===== src/rtl/scr1_dbg_tapc.sv =====
// JTAG TAP controller for the debug subsystem: 1149.1 state machine, 5-bit IR,
// IDCODE/BYPASS data registers and the strobe/TDO interface to the DMI chains.
module scr1_dbg_tapc #(
  parameter int unsigned IR_WIDTH    = 5,
  parameter logic [31:0] IDCODE_VAL  = 32'h0000_0001,
  parameter int unsigned CH_ID_WIDTH = 2
) (
  input  logic                   clk,
  input  logic                   rst_n,
  input  logic                   tms,
  input  logic                   tdi,
  output logic                   tdo,
  output logic                   tdo_en,
  output logic                   dtm_ch_sel,
  output logic [CH_ID_WIDTH-1:0] dtm_ch_id,
  output logic                   dtm_ch_capture,
  output logic                   dtm_ch_shift,
  output logic                   dtm_ch_update,
  output logic                   dtm_ch_tdi,
  input  logic                   dtm_ch_tdo
);

  typedef enum logic [3:0] {
    TAP_TLR, TAP_RTI,
    TAP_SEL_DR, TAP_CAP_DR, TAP_SH_DR, TAP_EX1_DR, TAP_PA_DR, TAP_EX2_DR, TAP_UPD_DR,
    TAP_SEL_IR, TAP_CAP_IR, TAP_SH_IR, TAP_EX1_IR, TAP_PA_IR, TAP_EX2_IR, TAP_UPD_IR
  } tap_state_e;

  typedef enum logic [1:0] {
    DR_BYPASS, DR_IDCODE, DR_DTMCS, DR_DMI
  } dr_sel_e;

  localparam logic [IR_WIDTH-1:0] IR_IDCODE = IR_WIDTH'(5'h01);
  localparam logic [IR_WIDTH-1:0] IR_DTMCS  = IR_WIDTH'(5'h10);
  localparam logic [IR_WIDTH-1:0] IR_DMI    = IR_WIDTH'(5'h11);
  localparam logic [IR_WIDTH-1:0] IR_BYPASS = IR_WIDTH'(5'h1F);

  tap_state_e            state_q, state_d;
  logic [IR_WIDTH-1:0]   ir_q, ir_d;
  logic [IR_WIDTH-1:0]   ir_sr_q, ir_sr_d;
  logic [31:0]           idcode_sr_q, idcode_sr_d;
  logic                  bypass_q, bypass_d;
  dr_sel_e               dr_sel;

  // TMS-driven next-state decode of the 16-state TAP machine
  always_comb begin
    state_d = state_q;
    unique case (state_q)
      TAP_TLR:    state_d = tms ? TAP_TLR    : TAP_RTI;
      TAP_RTI:    state_d = tms ? TAP_SEL_DR : TAP_RTI;
      TAP_SEL_DR: state_d = tms ? TAP_SEL_IR : TAP_CAP_DR;
      TAP_CAP_DR: state_d = tms ? TAP_EX1_DR : TAP_SH_DR;
      TAP_SH_DR:  state_d = tms ? TAP_EX1_DR : TAP_SH_DR;
      TAP_EX1_DR: state_d = tms ? TAP_UPD_DR : TAP_PA_DR;
      TAP_PA_DR:  state_d = tms ? TAP_EX2_DR : TAP_PA_DR;
      TAP_EX2_DR: state_d = tms ? TAP_UPD_DR : TAP_SH_DR;
      TAP_UPD_DR: state_d = tms ? TAP_SEL_DR : TAP_RTI;
      TAP_SEL_IR: state_d = tms ? TAP_TLR    : TAP_CAP_IR;
      TAP_CAP_IR: state_d = tms ? TAP_EX1_IR : TAP_SH_IR;
      TAP_SH_IR:  state_d = tms ? TAP_EX1_IR : TAP_SH_IR;
      TAP_EX1_IR: state_d = tms ? TAP_UPD_IR : TAP_PA_IR;
      TAP_PA_IR:  state_d = tms ? TAP_EX2_IR : TAP_PA_IR;
      TAP_EX2_IR: state_d = tms ? TAP_UPD_IR : TAP_SH_IR;
      TAP_UPD_IR: state_d = tms ? TAP_SEL_DR : TAP_RTI;
      default:    state_d = TAP_TLR;
    endcase
  end

  // Instruction decode from the committed IR; unknown codes fall back to BYPASS
  always_comb begin
    dr_sel = DR_BYPASS;
    case (ir_q)
      IR_IDCODE: dr_sel = DR_IDCODE;
      IR_DTMCS:  dr_sel = DR_DTMCS;
      IR_DMI:    dr_sel = DR_DMI;
      IR_BYPASS: dr_sel = DR_BYPASS;
      default:   dr_sel = DR_BYPASS;
    endcase
  end

  // IR and data-register capture/shift/update; pause and exit states hold contents
  always_comb begin
    ir_d        = ir_q;
    ir_sr_d     = ir_sr_q;
    idcode_sr_d = idcode_sr_q;
    bypass_d    = bypass_q;

    if (state_q == TAP_TLR) begin
      ir_d = IR_IDCODE;
    end else if (state_q == TAP_UPD_IR) begin
      ir_d = ir_sr_q;
    end

    if (state_q == TAP_CAP_IR) begin
      ir_sr_d = IR_WIDTH'(2'b01);
    end else if (state_q == TAP_SH_IR) begin
      ir_sr_d = {tdi, ir_sr_q[IR_WIDTH-1:1]};
    end

    if (dr_sel == DR_IDCODE) begin
      if (state_q == TAP_CAP_DR) begin
        idcode_sr_d = IDCODE_VAL;
      end else if (state_q == TAP_SH_DR) begin
        idcode_sr_d = {tdi, idcode_sr_q[31:1]};
      end
    end

    if (dr_sel == DR_BYPASS) begin
      if (state_q == TAP_CAP_DR) begin
        bypass_d = 1'b0;
      end else if (state_q == TAP_SH_DR) begin
        bypass_d = tdi;
      end
    end
  end

  // State and register storage
  always_ff @(posedge clk or negedge rst_n) begin
    if (!rst_n) begin
      state_q     <= TAP_TLR;
      ir_q        <= IR_IDCODE;
      ir_sr_q     <= '0;
      idcode_sr_q <= '0;
      bypass_q    <= 1'b0;
    end else begin
      state_q     <= state_d;
      ir_q        <= ir_d;
      ir_sr_q     <= ir_sr_d;
      idcode_sr_q <= idcode_sr_d;
      bypass_q    <= bypass_d;
    end
  end

  // DMI chain select, strobes and forwarded TDI
  always_comb begin
    dtm_ch_sel = (dr_sel == DR_DTMCS) || (dr_sel == DR_DMI);
    dtm_ch_id  = '0;
    if (dr_sel == DR_DTMCS) begin
      dtm_ch_id = CH_ID_WIDTH'(1);
    end else if (dr_sel == DR_DMI) begin
      dtm_ch_id = CH_ID_WIDTH'(2);
    end
    dtm_ch_capture = (state_q == TAP_CAP_DR) && dtm_ch_sel;
    dtm_ch_shift   = (state_q == TAP_SH_DR)  && dtm_ch_sel;
    dtm_ch_update  = (state_q == TAP_UPD_DR) && dtm_ch_sel;
    dtm_ch_tdi     = tdi;
  end

  // TDO source mux and output enable
  always_comb begin
    tdo    = 1'b0;
    tdo_en = (state_q == TAP_SH_IR) || (state_q == TAP_SH_DR);
    if (state_q == TAP_SH_IR) begin
      tdo = ir_sr_q[0];
    end else if (state_q == TAP_SH_DR) begin
      unique case (dr_sel)
        DR_DTMCS, DR_DMI: tdo = dtm_ch_tdo;
        DR_IDCODE:        tdo = idcode_sr_q[0];
        default:          tdo = bypass_q;
      endcase
    end
  end

endmodule


===== config.mk =====
export PLATFORM = sky130hd
export DESIGN_NAME = scr1_dbg_tapc
export DESIGN_NICKNAME = d
export VERILOG_FILES = /design/src/rtl/scr1_dbg_tapc.sv
export SDC_FILE = /design/constraint.sdc
export NUM_CORES = 1
export LEC_CHECK = 0
export ABC_AREA = 1
export CAP_MARGIN = 10
export CORE_ASPECT_RATIO = 0.75
export CORE_MARGIN = 5
export CORE_UTILIZATION = 58
export DETAILED_ROUTE_END_ITERATION = 10
export GPL_TIMING_DRIVEN = 0
export HOLD_SLACK_MARGIN = 0.15
export PLACE_DENSITY_LB_ADDON = 0.12
export SETUP_SLACK_MARGIN = 0.5
export SLEW_MARGIN = 15
export SYNTH_ARGS = -nofsm -noshare
export SYNTH_HDL_FRONTEND = slang
export SYNTH_SLANG_ARGS = --single-unit

===== constraint.sdc =====
create_clock -name clk -period 1.7 [get_ports clk]
set_clock_uncertainty 0.15 [all_clocks]
set_input_delay 0.17 -clock clk [delete_from_list [all_inputs] [get_ports clk]]
set_output_delay 0.17 -clock clk [all_outputs]
set_load 0.01 [all_outputs]

==> metrics.csv <==
stage,metric,value,unit
outcome,violations,setup timing,
worst_setup_path,cp_slowest_cell,dfrtp_2,
worst_setup_path,start_kind,flip-flop,
sta,grt_setup_unrepaired,true,
worst_setup_path,cp.depth,8,
yosys,synth.largest_area_cell,dfrtp_1,
yosys,ys_seq_area_share,50.6,%
power_and_ir_drop,total_power,5.09,mW
worst_setup_path,crit_chain,buf_12 -> nor2_4 -> nand2_2 -> buf_6 -> inv_2 -> nand2_2 -> nand2_2 -> buf_6,
global_routing,grt.overflow.total,0,
place,numPortBuffers,13,
worst_setup_path,cp_top_family,flip-flops,
detailed_routing,dr.pass1.iters,4,
detailed_routing,drt-initial-drc-count,149,
yosys,synth_top_area_share,49.4,%
clocking,cts_buffer_depth,2,
worst_setup_path,critPathMostFrequentCell,nand2_2,
power_and_ir_drop,ir_drop,0.830,mV
worst_setup_path,critical_path_buf_inv_count,4,
detailed_routing,drt_wl_total,6730,µm
min_path,hp-class,primary input to asynchronous set/reset pin,
sta,setup_viol,38,
floorplanning,die_w,83.2,µm
yosys,syn-instance-count,258,
global_routing,antenna_found_initial,0,
global_routing,grt_max_degree,33,
worst_setup_path,arrival,1540,ps
detailed_routing,via_per_inst,5.59,
sta,timing.slew.headroom,73.6,%
yosys,synth.area.top_cells,"dfrtp_1, o21ai_2, nand2_1",
floorplanning,pin_count,14,
place,dpl.cell_count,327,
clocking,numCtsBuffers,5,
clocking,cts_root_buf,clkbuf_8,
clocking,htree_levels,2,
place,gp_congestion,0.857,
clocking,clkLatencyLatePin,310,ps
worst_setup_path,worstPathRequired,1380,ps
floorplanning,initial_core_util,58.9,%
global_routing,grt_pass1_vias,2180,
power_and_ir_drop,p_per_area,1480,nW/µm²
sta,post-route-period-util,109,%
detailed_routing,route.vias.total,2108,
layout,diodes,0,
place,hpwl,3100,µm
power_and_ir_drop,leakage,1.54,nW
yosys,yosys_warnings,0,
sta,fmax,538,MHz
flow_run,maxCapViolCount,0,
yosys,ys_ff_latch,47,
floorplanning,dieArea,5390,µm²
sta,worst_slew_pin_slew,394,ps
worst_setup_path,end_kind,output pin,
yosys,avgSynthCellArea,9.03,µm²
clocking,cts_tree,yes,
yosys,synth_fp_nets,263,
layout,fin_cells,377,
detailed_routing,wl_per_cell,17.8,µm
global_routing,grt_pass1_wl,10400,µm
detailed_routing,drc,0,
sta,period_minus_slack,1860,ps
layout,area_growth,48.0,%
yosys,ys_types,20,
layout,fin_nets,326,
global_routing,grt.total_usage,24.7,%
worst_setup_path,reg2regPathDepth,10,
sta,timing.final.ws_setup,-159,ps
sta,finalHoldViolations,0,
layout,final_layout_size_suffix_gt1_share,61.8,%
worst_setup_path,critPathMaxFanout,3,
floorplanning,die_y,64.9,µm
floorplanning,rows,20,
detailed_routing,final_antenna_net_count,0,
yosys,netlist_area,2330,µm²
outcome,status,"finished, violations left",
worst_setup_path,critical_path_class,flip-flop to output pin,
worst_setup_path,max_stage_delay,450,ps
clocking,clk_pin_slew,100,ps
clocking,clkSinkCount,47,
sta,drv_slew,0,
floorplanning,coreArea,3950,µm²
[layer usage]
| metal | up-vias | part of all wire (%) | track usage [%] |
|---|---|---|---|
| met2 | 67 | 52 | 42.8 |
| met3 | 22 | 4.7 | 5.97 |
| met4 | 0 | 2.9 | 9.39 |
| met5 | - | 0 | 0 |
| met1 | 1057 | 40 | 30.0 |
| li1 | 962 | - | - |
[Yosys cell counts]
library cell and n:
o21a_1 1, o21ai_0 13, a2bb2oi_1 1, nand3_1 8, buf_4 1, dfrtp_1 46, o21ai_2 32, dfstp_2 1
nand2_2 30, inv_2 2, o22ai_1 4, inv_1 16, nand2_1 64, a21oi_1 2, nand2_4 2, nor2_1 21
nor2_2 2, nand4_1 3, clkbuf_1 3, buf_6 6
[what timing repair did]
action,in CTS,in global routing
pin swaps,24,20
hold buffers,2,0
setup endpoints to repair,56,55
gates resized for setup,112,38
hold endpoints to repair,48,0
gates cloned,0,0
buffers inserted,32,8
[cell families after synthesis]
kind of cell           count (synthesis)  share of synthesized area (%)
buffers and inverters                 28                           6.61
flip-flops                            47                           50.6
AND/OR/NAND/NOR                      130                           25.8
AO/OA/AOI/OAI                         53                           17.0
[through the flow]
| stage | TNS, ps | setup WS, ps | utilization, % | area (µm²) | hold slack, ps |
|---|---|---|---|---|---|
| floorplan | 0 | 224 | - | 2400 | -276 |
| global placement | -47650 | -1180 | 65.7 | 2600 | 317 |
| detailed placement | -878 | -244 | 66.1 | 2610 | -48.8 |
| CTS | -126 | -52.2 | 81.6 | 3230 | 152 |
| global route | -4850 | -222 | 87.2 | 3450 | 185 |
| finish | -2750 | -159 | 87.2 | 3450 | 156 |
[cell type report]
| cell class | instances | area (µm²) |
|---|---|---|
| flip-flops and latches | 47 | 1180 |
| well taps | 55 | 68.8 |
| repair buffers | 56 | 554 |
| clock inverters | 3 | 47.5 |
| fillers | 181 | 508 |
| plain buffers | 10 | 135 |
| inverters | 18 | 92.6 |
| multi-input cells | 183 | 1300 |
| clock buffers | 5 | 68.8 |
[power breakdown]
part | internal [mW] | switching (mW)
registers | 1.34 | 0.190
clock network | 0.446 | 0.407
logic | 1.19 | 1.52
total | 2.97 | 2.11
[layout by cell type (no fill, tap or decap), types with 3 or more instances in the layout]
cell and n:
buf_12 7, buf_2 4, buf_4 19, buf_6 27, clkbuf_8 5, dfrtp_1 43
dfrtp_2 3, inv_1 5, inv_2 7, inv_4 4, nand2_1 45, nand2_2 42
nand2_4 4, nand2_8 5, nand3_1 4, nand3_2 4, nand4_1 3, nor2_1 7
nor2_2 4, nor2_4 12, o21ai_0 3, o21ai_1 4, o21ai_2 37, o22ai_2 3
[final timing paths]
kind / start / to / slack, ps
setup / recovery: state_q[3] / tdo / -160
hold / removal: rst_n / bypass_q / 160
setup reg to reg: state_q[3] / idcode_sr_q[30] / -90
hold reg to reg: idcode_sr_q[20] / idcode_sr_q[20] / 340
max in group asynchronous: rst_n / state_q[1] / 730
min in group clk: tdi / idcode_sr_q[31] / 220
[sequential cells by signal, indices dropped and copies added (netlist names)]
register     flops
idcode_sr_q     32
ir_sr_q          5
bypass_q         1
ir_q             5
state_q          4
No activity file was read; power rests on OpenSTA's default activity.
